$ cat src/rtl/mlaccel_qspi_pkg.sv
// Shared constants and types for the mlaccel QSPI responder.
package mlaccel_qspi_pkg;

    localparam logic [7:0] CMD_WRITE  = 8'h01;
    localparam logic [7:0] CMD_READ   = 8'h02;
    localparam logic [7:0] CMD_STATUS = 8'h05;

    localparam int unsigned DUMMY_CYCLES = 2;
    localparam int unsigned NIB_W        = 4;

    typedef enum logic [3:0] {
        IDLE,
        CMD,
        WADDR,
        RADDR,
        WDATA,
        RDUMMY,
        RDATA,
        STAT_DUMMY,
        IGNORE
    } state_e;

    // Append a freshly sampled nibble below the bits already collected.
    function automatic logic [15:0] shift_nibble(input logic [11:0] w, input logic [NIB_W-1:0] n);
        return {w, n};
    endfunction

endpackage

$ cat src/rtl/mlaccel_qspi_sync.sv
// Pin synchronizer and edge detector for the QSPI sclk/csb/io inputs.
module mlaccel_qspi_sync #(
    parameter int unsigned SYNC_STAGES = 2
) (
    input  logic       clk,
    input  logic       resetn,
    input  logic       spi_sclk,
    input  logic       spi_csb,
    input  logic [3:0] spi_io_di,
    output logic       sclk_rise,
    output logic       sclk_fall,
    output logic       csb_q,
    output logic       csb_fall,
    output logic [3:0] io_q
);

    localparam int unsigned LAST = SYNC_STAGES - 1;

    logic [SYNC_STAGES-1:0]      sclk_sh_q, sclk_sh_d;
    logic [SYNC_STAGES-1:0]      csb_sh_q, csb_sh_d;
    logic [SYNC_STAGES-1:0][3:0] io_sh_q, io_sh_d;
    logic                        sclk_prev_q, sclk_prev_d;
    logic                        csb_prev_q, csb_prev_d;
    logic                        sclk_rise_q, sclk_rise_d;
    logic                        sclk_fall_q, sclk_fall_d;
    logic                        csb_d;
    logic                        csb_fall_q, csb_fall_d;
    logic [3:0]                  io_d;

    // csb stages reset low so a frame already in flight at reset release never looks like a new falling edge.
    always_comb begin
        sclk_sh_d[0] = spi_sclk;
        csb_sh_d[0]  = spi_csb;
        io_sh_d[0]   = spi_io_di;
        for (int unsigned i = 1; i < SYNC_STAGES; i++) begin
            sclk_sh_d[i] = sclk_sh_q[i-1];
            csb_sh_d[i]  = csb_sh_q[i-1];
            io_sh_d[i]   = io_sh_q[i-1];
        end
        sclk_prev_d = sclk_sh_q[LAST];
        csb_prev_d  = csb_sh_q[LAST];
        sclk_rise_d = sclk_sh_q[LAST] & ~sclk_prev_q;
        sclk_fall_d = ~sclk_sh_q[LAST] & sclk_prev_q;
        csb_d       = csb_sh_q[LAST];
        csb_fall_d  = ~csb_sh_q[LAST] & csb_prev_q;
        io_d        = io_sh_q[LAST];
    end

    always_ff @(posedge clk) begin
        if (!resetn) begin
            sclk_sh_q   <= '0;
            csb_sh_q    <= '0;
            io_sh_q     <= '0;
            sclk_prev_q <= 1'b0;
            csb_prev_q  <= 1'b0;
            sclk_rise_q <= 1'b0;
            sclk_fall_q <= 1'b0;
            csb_q       <= 1'b1;
            csb_fall_q  <= 1'b0;
            io_q        <= 4'h0;
        end else begin
            sclk_sh_q   <= sclk_sh_d;
            csb_sh_q    <= csb_sh_d;
            io_sh_q     <= io_sh_d;
            sclk_prev_q <= sclk_prev_d;
            csb_prev_q  <= csb_prev_d;
            sclk_rise_q <= sclk_rise_d;
            sclk_fall_q <= sclk_fall_d;
            csb_q       <= csb_d;
            csb_fall_q  <= csb_fall_d;
            io_q        <= io_d;
        end
    end

    assign sclk_rise = sclk_rise_q;
    assign sclk_fall = sclk_fall_q;
    assign csb_fall  = csb_fall_q;

endmodule

$ cat src/rtl/mlaccel_qspi_responder.sv
// QSPI target: decodes nibble-wide command frames into byte accesses on a buffer port.
module mlaccel_qspi_responder
    import mlaccel_qspi_pkg::*;
#(
    parameter int unsigned ADDR_W      = 16,
    parameter int unsigned SYNC_STAGES = 2
) (
    input  logic              clk,
    input  logic              resetn,
    input  logic              spi_sclk,
    input  logic              spi_csb,
    input  logic [3:0]        spi_io_di,
    output logic [3:0]        spi_io_do,
    output logic [3:0]        spi_io_oe,
    output logic [ADDR_W-1:0] mem_addr,
    output logic              mem_wen,
    output logic [7:0]        mem_wdata,
    output logic              mem_ren,
    input  logic [7:0]        mem_rdata,
    input  logic [7:0]        status_in,
    output logic              frame_err
);

    logic       sclk_rise, sclk_fall, csb_s, csb_fall;
    logic [3:0] io_s;

    mlaccel_qspi_sync #(
        .SYNC_STAGES(SYNC_STAGES)
    ) u_sync (
        .clk      (clk),
        .resetn   (resetn),
        .spi_sclk (spi_sclk),
        .spi_csb  (spi_csb),
        .spi_io_di(spi_io_di),
        .sclk_rise(sclk_rise),
        .sclk_fall(sclk_fall),
        .csb_q    (csb_s),
        .csb_fall (csb_fall),
        .io_q     (io_s)
    );

    state_e            state_q, state_d;
    logic [1:0]        nib_cnt_q, nib_cnt_d;
    logic [11:0]       shreg_q, shreg_d;
    logic [15:0]       nib_word;
    logic [ADDR_W-1:0] mem_addr_q, mem_addr_d;
    logic              mem_wen_q, mem_wen_d;
    logic              mem_ren_q, mem_ren_d;
    logic              rd_pend_q, rd_pend_d;
    logic [7:0]        mem_wdata_q, mem_wdata_d;
    logic [7:0]        tx_q, tx_d;
    logic              tx_lo_q, tx_lo_d;
    logic              is_stat_q, is_stat_d;
    logic              stat_done_q, stat_done_d;
    logic [3:0]        io_do_q, io_do_d;
    logic [3:0]        io_oe_q, io_oe_d;
    logic              frame_err_q, frame_err_d;

    assign nib_word = shift_nibble(shreg_q, io_s);

    always_comb begin
        state_d     = state_q;
        nib_cnt_d   = nib_cnt_q;
        shreg_d     = shreg_q;
        mem_addr_d  = mem_addr_q;
        mem_wen_d   = 1'b0;
        mem_ren_d   = 1'b0;
        rd_pend_d   = mem_ren_q;
        mem_wdata_d = mem_wdata_q;
        tx_d        = tx_q;
        tx_lo_d     = tx_lo_q;
        is_stat_d   = is_stat_q;
        stat_done_d = stat_done_q;
        io_do_d     = io_do_q;
        io_oe_d     = io_oe_q;
        frame_err_d = frame_err_q;

        if (mem_wen_q) begin
            mem_addr_d = mem_addr_q + ADDR_W'(1);
        end
        // Read data returns one cycle after the strobe; park it for the next falling edge.
        if (rd_pend_q) begin
            tx_d = mem_rdata;
        end

        if (csb_s) begin
            state_d = IDLE;
            io_oe_d = 4'h0;
        end else if (csb_fall) begin
            state_d     = CMD;
            nib_cnt_d   = 2'd0;
            frame_err_d = 1'b0;
            io_oe_d     = 4'h0;
        end else begin
            case (state_q)
                CMD: begin
                    if (sclk_rise) begin
                        shreg_d = nib_word[11:0];
                        if (nib_cnt_q == 2'd1) begin
                            nib_cnt_d = 2'd0;
                            case (nib_word[7:0])
                                CMD_WRITE:  state_d = WADDR;
                                CMD_READ:   state_d = RADDR;
                                CMD_STATUS: begin
                                    state_d   = STAT_DUMMY;
                                    tx_d      = status_in;
                                    is_stat_d = 1'b1;
                                end
                                default: begin
                                    state_d     = IGNORE;
                                    frame_err_d = 1'b1;
                                end
                            endcase
                        end else begin
                            nib_cnt_d = nib_cnt_q + 2'd1;
                        end
                    end
                end
                WADDR, RADDR: begin
                    if (sclk_rise) begin
                        shreg_d = nib_word[11:0];
                        if (nib_cnt_q == 2'd3) begin
                            nib_cnt_d  = 2'd0;
                            mem_addr_d = ADDR_W'(nib_word);
                            if (state_q == WADDR) begin
                                state_d = WDATA;
                            end else begin
                                state_d   = RDUMMY;
                                mem_ren_d = 1'b1;
                                is_stat_d = 1'b0;
                            end
                        end else begin
                            nib_cnt_d = nib_cnt_q + 2'd1;
                        end
                    end
                end
                WDATA: begin
                    if (sclk_rise) begin
                        shreg_d = nib_word[11:0];
                        if (nib_cnt_q == 2'd1) begin
                            nib_cnt_d   = 2'd0;
                            mem_wen_d   = 1'b1;
                            mem_wdata_d = nib_word[7:0];
                        end else begin
                            nib_cnt_d = 2'd1;
                        end
                    end
                end
                RDUMMY, STAT_DUMMY: begin
                    if (sclk_rise) begin
                        if (nib_cnt_q == 2'(DUMMY_CYCLES - 1)) begin
                            nib_cnt_d   = 2'd0;
                            io_oe_d     = 4'hF;
                            tx_lo_d     = 1'b0;
                            stat_done_d = 1'b0;
                            state_d     = RDATA;
                        end else begin
                            nib_cnt_d = nib_cnt_q + 2'd1;
                        end
                    end
                end
                RDATA: begin
                    if (sclk_fall) begin
                        if (stat_done_q) begin
                            io_oe_d = 4'h0;
                            state_d = IGNORE;
                        end else if (!tx_lo_q) begin
                            io_do_d = tx_q[7:4];
                            tx_lo_d = 1'b1;
                        end else begin
                            io_do_d = tx_q[3:0];
                            tx_lo_d = 1'b0;
                            if (is_stat_q) begin
                                stat_done_d = 1'b1;
                            end else begin
                                mem_addr_d = mem_addr_q + ADDR_W'(1);
                                mem_ren_d  = 1'b1;
                            end
                        end
                    end
                end
                IGNORE: io_oe_d = 4'h0;
                IDLE:   ;
                default: state_d = IDLE;
            endcase
        end
    end

    always_ff @(posedge clk) begin
        if (!resetn) begin
            state_q     <= IDLE;
            nib_cnt_q   <= 2'd0;
            shreg_q     <= '0;
            mem_addr_q  <= '0;
            mem_wen_q   <= 1'b0;
            mem_ren_q   <= 1'b0;
            rd_pend_q   <= 1'b0;
            mem_wdata_q <= 8'h00;
            tx_q        <= 8'h00;
            tx_lo_q     <= 1'b0;
            is_stat_q   <= 1'b0;
            stat_done_q <= 1'b0;
            io_do_q     <= 4'h0;
            io_oe_q     <= 4'h0;
            frame_err_q <= 1'b0;
        end else begin
            state_q     <= state_d;
            nib_cnt_q   <= nib_cnt_d;
            shreg_q     <= shreg_d;
            mem_addr_q  <= mem_addr_d;
            mem_wen_q   <= mem_wen_d;
            mem_ren_q   <= mem_ren_d;
            rd_pend_q   <= rd_pend_d;
            mem_wdata_q <= mem_wdata_d;
            tx_q        <= tx_d;
            tx_lo_q     <= tx_lo_d;
            is_stat_q   <= is_stat_d;
            stat_done_q <= stat_done_d;
            io_do_q     <= io_do_d;
            io_oe_q     <= io_oe_d;
            frame_err_q <= frame_err_d;
        end
    end

    assign spi_io_do = io_do_q;
    assign spi_io_oe = io_oe_q;
    assign mem_addr  = mem_addr_q;
    assign mem_wen   = mem_wen_q;
    assign mem_wdata = mem_wdata_q;
    assign mem_ren   = mem_ren_q;
    assign frame_err = frame_err_q;

endmodule
$ cat config.mk
export PLATFORM = sky130hd
export DESIGN_NAME = mlaccel_qspi_responder
export DESIGN_NICKNAME = d
export VERILOG_FILES = /design/src/rtl/mlaccel_qspi_pkg.sv /design/src/rtl/mlaccel_qspi_sync.sv /design/src/rtl/mlaccel_qspi_responder.sv
export SDC_FILE = /design/constraint.sdc
export NUM_CORES = 1
export LEC_CHECK = 0
export BUFFER_PORTS_ARGS = -buffer_cell sky130_fd_sc_hd__buf_2
export CORE_ASPECT_RATIO = 1.2
export CORE_UTILIZATION = 60
export CTS_BUF_LIST = sky130_fd_sc_hd__clkbuf_4 sky130_fd_sc_hd__clkbuf_8
export DETAILED_ROUTE_END_ITERATION = 8
export PLACE_DENSITY = 0.91
export SLEW_MARGIN = 0
export SYNTH_ARGS = -nofsm -noshare
export SYNTH_HDL_FRONTEND = slang
export SYNTH_SLANG_ARGS = --single-unit
$ cat constraint.sdc
create_clock -name clk -period 2.8 [get_ports clk]
set_input_delay 0.28 -clock clk [delete_from_list [all_inputs] [get_ports clk]]
set_output_delay 0.28 -clock clk [all_outputs]
set_load 0.02 [all_outputs]
==> flow_metrics.tcl, run 1 <==
set metrics [dict create \
    critical-path-slowest-cell "or4b_1" \
    dp_cells 563 \
    port_buffers 58 \
    end_kind "flip-flop" \
    crit_family "simple AND/OR/NAND/NOR gates" \
    power.internal_uw 1600 \
    cts_made_buffers 9 \
    antenna_found_initial 0 \
    synthDistinctLibCells 68 \
    p_leak_uw 0.00196 \
    ff2ff_setup_slack_ps 390 \
    grtUsageMet2 0.489 \
    drtAntennaViolNets 0 \
    setup_viol 0 \
    power_uw 2190 \
    synth_top_cell_area_share 0.421 \
    ys_async_sr_fraction 0 \
    cp.required_ps 3050 \
    yosysMostFrequentCell "dfxtp_1" \
    root_buffer "clkbuf_8" \
    rows 32 \
    maxCapViolCount 0 \
    cp.buffers_inverters 0 \
    clkPwrFrac 0.402 \
    sw_frac_of_total 0.268 \
    ir_drop_mv 0.374 \
    synth-edff-count 0 \
    syn-instance-count 436 \
    dieHeight_um 91.3 \
    avgSynthCellArea_um2 9.15 \
    postCtsSetupBuffers 0 \
    slew_headroom 0.439 \
    area_growth_pct 14.0 \
    drc 0 \
    p_per_area_nw_per_um2 481 \
    stdcell_count 579 \
    wl_mm 9.64 \
    dp_hpwl_mm 6.72 \
    cts_max_path_buffers 2 \
    yosys_warnings 0 \
    timing.setup.critical_path_class "reg -> reg" \
    max_stage_delay_ps 610 \
    cts_num_sinks 84 \
    die_area_um2 6980 \
    dpl_worst_slack_ps 436 \
    top_usage_layer "met2" \
    max_freq_mhz 415 \
    worstPathArrival_ps 2660 \
    die_x_um 76.4 \
    ys_seq_elements 84 \
    placement.cell_area_um2 4340 \
    synth_area_leaders "dfxtp_1 42%, mux2i_1 8.3%, nor2_1 4.7%" \
    cts.clk_slew.worst_paths_ps 100 \
    hold_buffers 0 \
    ys_seq_area_frac 0.421 \
    grtUsageMet3 0.0633 \
    crit_path_max_fanout 20 \
    clock_latency_ps 380 \
    grt_pass1_vias 3448 \
    yosys.area.top_type "dfxtp_1" \
    met1_usage 0.328 \
    htree_levels 3 \
    grt_max_degree 30 \
    syn_area_um2 3990 \
    setup_ws_ps 388 \
    p_comb_frac 0.042 \
    drtPass1Iterations 5 \
    globalRouteOverflowTotal 0 \
    grt_pass1_wl_mm 15.9 \
    viasPerCell 6.27 \
    startpoint_type "flip-flop" \
    worst_pin_slew_ps 836 \
    seqPwrFrac 0.556 \
    antenna_cells 0 \
    num_vias 3633 \
    io_pins 59 \
    post-route-min-period_ps 2410 \
    post-route-period-util 0.861 \
    tns_ps 0 \
    grt_setup_unrepaired "no" \
    coreArea_um2 6450 \
    ys.flop_type "dfxtp_1" \
    final_cell_area_um2 4550 \
    r2r-start "state_q[2]" \
    track_usage 0.287 \
    cts_tree "done" \
    crit_start "state_q[2]" \
    nets 517 \
    run_status "completed" \
    hp-start "spi_io_di[3]" \
    ctsResizeCount 0 \
    initial_utilization 0.619 \
    maxSlewViolCount 0 \
    drive_above_1_share 0.219 \
    gp_congestion 0.892 \
    path_cells "or4b_1 -> nor4_2 -> nand4_2 -> nor2_1 -> a211oi_2" \
    finalHoldViolCount 0 \
    syn_nets 464 \
    min_path_type "in -> reg" \
    initialDrtViolationCount 258 \
    yosys-top-cells-count "84 x dfxtp_1, 50 x nor2_1, 33 x mux2i_1" \
    fin_skew_ps 9.17 \
    wl_per_cell_um 16.7 \
    p_switching_uw 587 \
]
==> registers in the layout (all words and copies together), names as in the netlist, 8 cells and up <==
| signal | count |
|---|---|
| tx_q | 8 |
| shreg_q | 12 |
| mem_wdata | 8 |
| mem_addr | 16 |
==> routing by layer <==
| metal | up-vias | share of wire |
|---|---|---|
| met5 | - | 0 |
| met4 | 0 | 0.045 |
| met3 | 40 | 0.074 |
| met2 | 199 | 0.48 |
| met1 | 1705 | 0.40 |
| li1 | 1689 | - |
==> per-stage QoR <==
| stage | utilization | hold WS [ps] |
|---|---|---|
| 6_report | 0.706 | 96.8 |
| 3_5_place_dp | 0.674 | 409 |
| 3_3_place_gp | 0.674 | 391 |
| 5_1_grt | 0.706 | 97.7 |
| 2_1_floorplan | - | 383 |
| 4_1_cts | 0.706 | 99.5 |
==> cell families after synthesis <==
| group | after synthesis | share of synthesized area |
|---|---|---|
| muxes | 33 | 0.0828 |
| adders and majority gates | 4 | 0.0125 |
| DFF | 84 | 0.421 |
| and+or+nand+nor | 172 | 0.233 |
| AOI/OAI and AO/OA | 94 | 0.185 |
| buffers and inverters | 39 | 0.0436 |
| xor gates and xnor gates | 10 | 0.0220 |
==> placed cells by master, fill, tap and decap left out, types with 3 or more instances in the layout <==
| master | netlist | final |
|---|---|---|
| nor4_1 | 3 | 3 |
| clkbuf_8 | 0 | 9 |
| o31ai_1 | 3 | 3 |
| xor2_1 | 8 | 8 |
| buf_4 | 3 | 12 |
| a211oi_1 | 6 | 6 |
| a41oi_1 | 3 | 3 |
| and3_1 | 9 | 9 |
| nor2_1 | 50 | 50 |
| or3b_2 | 3 | 3 |
| o211ai_1 | 3 | 3 |
| a21oi_1 | 17 | 17 |
| inv_1 | 10 | 10 |
| buf_2 | 7 | 58 |
| and2_1 | 20 | 20 |
| or3_1 | 3 | 3 |
| mux2i_1 | 33 | 33 |
| o22ai_1 | 5 | 5 |
| dfxtp_1 | 84 | 84 |
| a22oi_1 | 7 | 7 |
| nand4_1 | 5 | 5 |
| ha_1 | 4 | 4 |
| nand2b_1 | 8 | 8 |
| o21ai_0 | 8 | 8 |
| nand2_1 | 25 | 25 |
| nand3_1 | 9 | 9 |
| nor2b_1 | 9 | 9 |
| nor3_1 | 13 | 13 |
| a211oi_2 | 8 | 8 |
==> final timing paths <==
check | to | cells after the start
worst max-delay path | tx_q[7] | 5
worst min register to register | u_sync.sclk_rise | 1
worst min-delay path | u_sync.io_sh_d[7] | 2
worst max register to register | tx_q[7] | 5
==> power groups by stage <==
stage / Clock (uW) / Combinational [uW] / Sequential, uW
after floorplan: 0 / 56.7 / 1240
after global placement: 0 / 89.3 / 1240
after detailed placement: 0 / 90.8 / 1240
after CTS: 882 / 91.3 / 1220
after global routing: 935 / 99.5 / 1220
final: 879 / 92.0 / 1220
==> area by class of cell <==
cell class	count	area, um^2
repair buffers	70	380
clock inverters	7	81.3
fillers	484	1900
multi-input cells	313	2130
inverters	11	41.3
well taps	85	106
clock buffers	9	124
flip-flops and latches	84	1680
(Power assumes the default switching activity.)
==> inputs of run 2 (changes only) <==
--- a/config.mk
+++ b/config.mk
@@ -7,10 +7,10 @@
 export LEC_CHECK = 0
 export BUFFER_PORTS_ARGS = -buffer_cell sky130_fd_sc_hd__buf_2
 export CORE_ASPECT_RATIO = 1.2
-export CORE_UTILIZATION = 60
+export CORE_UTILIZATION = 59
 export CTS_BUF_LIST = sky130_fd_sc_hd__clkbuf_4 sky130_fd_sc_hd__clkbuf_8
 export DETAILED_ROUTE_END_ITERATION = 8
-export PLACE_DENSITY = 0.91
+export PLACE_DENSITY = 0.9
 export SLEW_MARGIN = 0
 export SYNTH_ARGS = -nofsm -noshare
 export SYNTH_HDL_FRONTEND = slang
==> constraint.sdc (replaced) <==
create_clock -name clk -period 2.35 [get_ports clk]
set_input_delay 0.235 -clock clk [delete_from_list [all_inputs] [get_ports clk]]
set_output_delay 0.235 -clock clk [all_outputs]
set_load 0.02 [all_outputs]
==> run 2 against run 1 <==
Compared with the run above:
- clock-buffer cell count did not move
- power rose by 19%
- largest power group unchanged
- non-clock buffer count rose by 13
- clock power rose by 18%
- highest routed layer unchanged
- clock skew rose by 3.4 ps
- worst setup slack got worse by 260 ps
- final area rose by 2.0%
- via count fell by 0.41%
- largest cell class unchanged
==> flow_metrics.tcl, run 2 (synthesis results as in run 1) <==
set metrics [dict create \
    worst_pin_slew_ps 723 \
    drive_above_1_share 0.239 \
    layout_commonest_cell "dfxtp_1" \
    wl_per_cell_um 16.9 \
    dp_cells 575 \
    dpl_worst_slack_ps 112 \
    grt_pass1_vias 3511 \
    dieHeight_um 92.1 \
    htree_levels 3 \
    stdcell_count 592 \
    initialDrtViolationCount 446 \
    end_kind "flip-flop" \
    p_per_area_nw_per_um2 561 \
    cts.clk_slew.worst_paths_ps 100 \
    num_vias 3618 \
    antenna_cells 0 \
    max_stage_delay_ps 660 \
    maxCapViolCount 0 \
    run_status "completed" \
    slew_headroom 0.513 \
    p_comb_frac 0.044 \
    die_x_um 77.1 \
    postCtsSetupBuffers 0 \
    grt_max_degree 43 \
    gp_congestion 0.920 \
    cp.required_ps 2560 \
    fillCellCount 515 \
    grt_setup_unrepaired "no" \
    cts_num_sinks 84 \
    area_growth_pct 16.3 \
    root_buffer "clkbuf_8" \
    p_switching_uw 696 \
    clock_latency_ps 360 \
    seqPwrFrac 0.557 \
    placement.cell_area_um2 4430 \
    layout.area.seq_um2 1680 \
    critical-path-slowest-cell "o21ai_0" \
    ir_drop_mv 0.428 \
    fin_skew_ps 12.6 \
    cts_made_buffers 9 \
    hold_buffers 0 \
    worstPathArrival_ps 2440 \
    globalRouteOverflowTotal 0 \
    post-route-period-util 0.947 \
    dp_hpwl_mm 7.14 \
    largest_register_ff_count 16 \
    crit_path_max_fanout 14 \
    final_cell_mix "84 x dfxtp_1, 58 x buf_2, 50 x nor2_1" \
    track_usage 0.295 \
    maxSlewViolCount 0 \
    cts_tree "done" \
    drc 0 \
    power.internal_uw 1910 \
    sw_frac_of_total 0.267 \
    port_buffers 58 \
    min_path_type "in -> reg" \
    path_cells "a21boi_0 -> o2111ai_1 -> o21ai_0 -> o22ai_1" \
    timing.setup.critical_path_class "reg -> reg" \
    multi_input_area_um2 2130 \
    initial_utilization 0.615 \
    post-route-min-period_ps 2230 \
    antenna_found_initial 0 \
    viasPerCell 6.11 \
    drtAntennaViolNets 0 \
    coreArea_um2 6490 \
    tns_ps 0 \
    max_freq_mhz 449 \
    rows 32 \
    nets 530 \
    wl_mm 10.0 \
    final_cell_area_um2 4640 \
    finalHoldViolCount 0 \
    io_pins 59 \
    setup_ws_ps 125 \
    cts_max_path_buffers 2 \
    p_leak_uw 0.00202 \
    grt_pass1_wl_mm 16.4 \
    startpoint_type "flip-flop" \
    clkPwrFrac 0.399 \
    setup_viol 0 \
    die_area_um2 7100 \
    ctsResizeCount 0 \
    drtPass1Iterations 6 \
    power_uw 2600 \
]
-- run 2: final cells by class --
type	count	area share
clock buffer	9	0.0267
clock inverter	7	0.0164
inverter	11	0.00889
multi-input combinational	313	0.460
sequential	84	0.362
tap	85	0.0229
timing repair buffer	83	0.103
-- run 2: through the flow --
step | util | hold slack, ps
6_report | 0.716 | 75.7
5_1_grt | 0.716 | 59.7
4_1_cts | 0.715 | 68.5
3_5_place_dp | 0.684 | 407
3_3_place_gp | 0.684 | 393
2_1_floorplan | - | 362
-- run 2: worst max-delay path, delay by kind of cell (launching register included) --
| family | cells | cell delay (ps) |
|---|---|---|
| compound gates | 4 | 1480 |
| flops | 1 | 610 |
-- run 2: routing by layer --
layer	vias up	share of wire	GRT usage
li1	1715	-	-
met1	1729	0.43	0.369
met2	145	0.49	0.492
met3	29	0.053	0.0667
met4	0	0.031	0.113
met5	-	0	0
-- run 2: final timing paths --
path	start	end	slack, ps	cells past startpoint
min reg2reg	u_sync.sclk_prev_q	u_sync.sclk_rise	420	1
max reg2reg	state_q[1]	mem_addr[6]	120	4
min	spi_sclk	u_sync.sclk_sh_q[0]	80	2
max	state_q[1]	mem_addr[6]	120	4
-- run 2: power by group through the flow --
| stage | combinational [uW] | clock [uW] | sequential, uW |
|---|---|---|---|
| 2_1_floorplan | 67.5 | 0 | 1480 |
| 3_3_place_gp | 107 | 0 | 1480 |
| 3_5_place_dp | 110 | 0 | 1480 |
| 4_1_cts | 110 | 1050 | 1450 |
| 5_1_grt | 122 | 1110 | 1450 |
| 6_report | 113 | 1040 | 1450 |
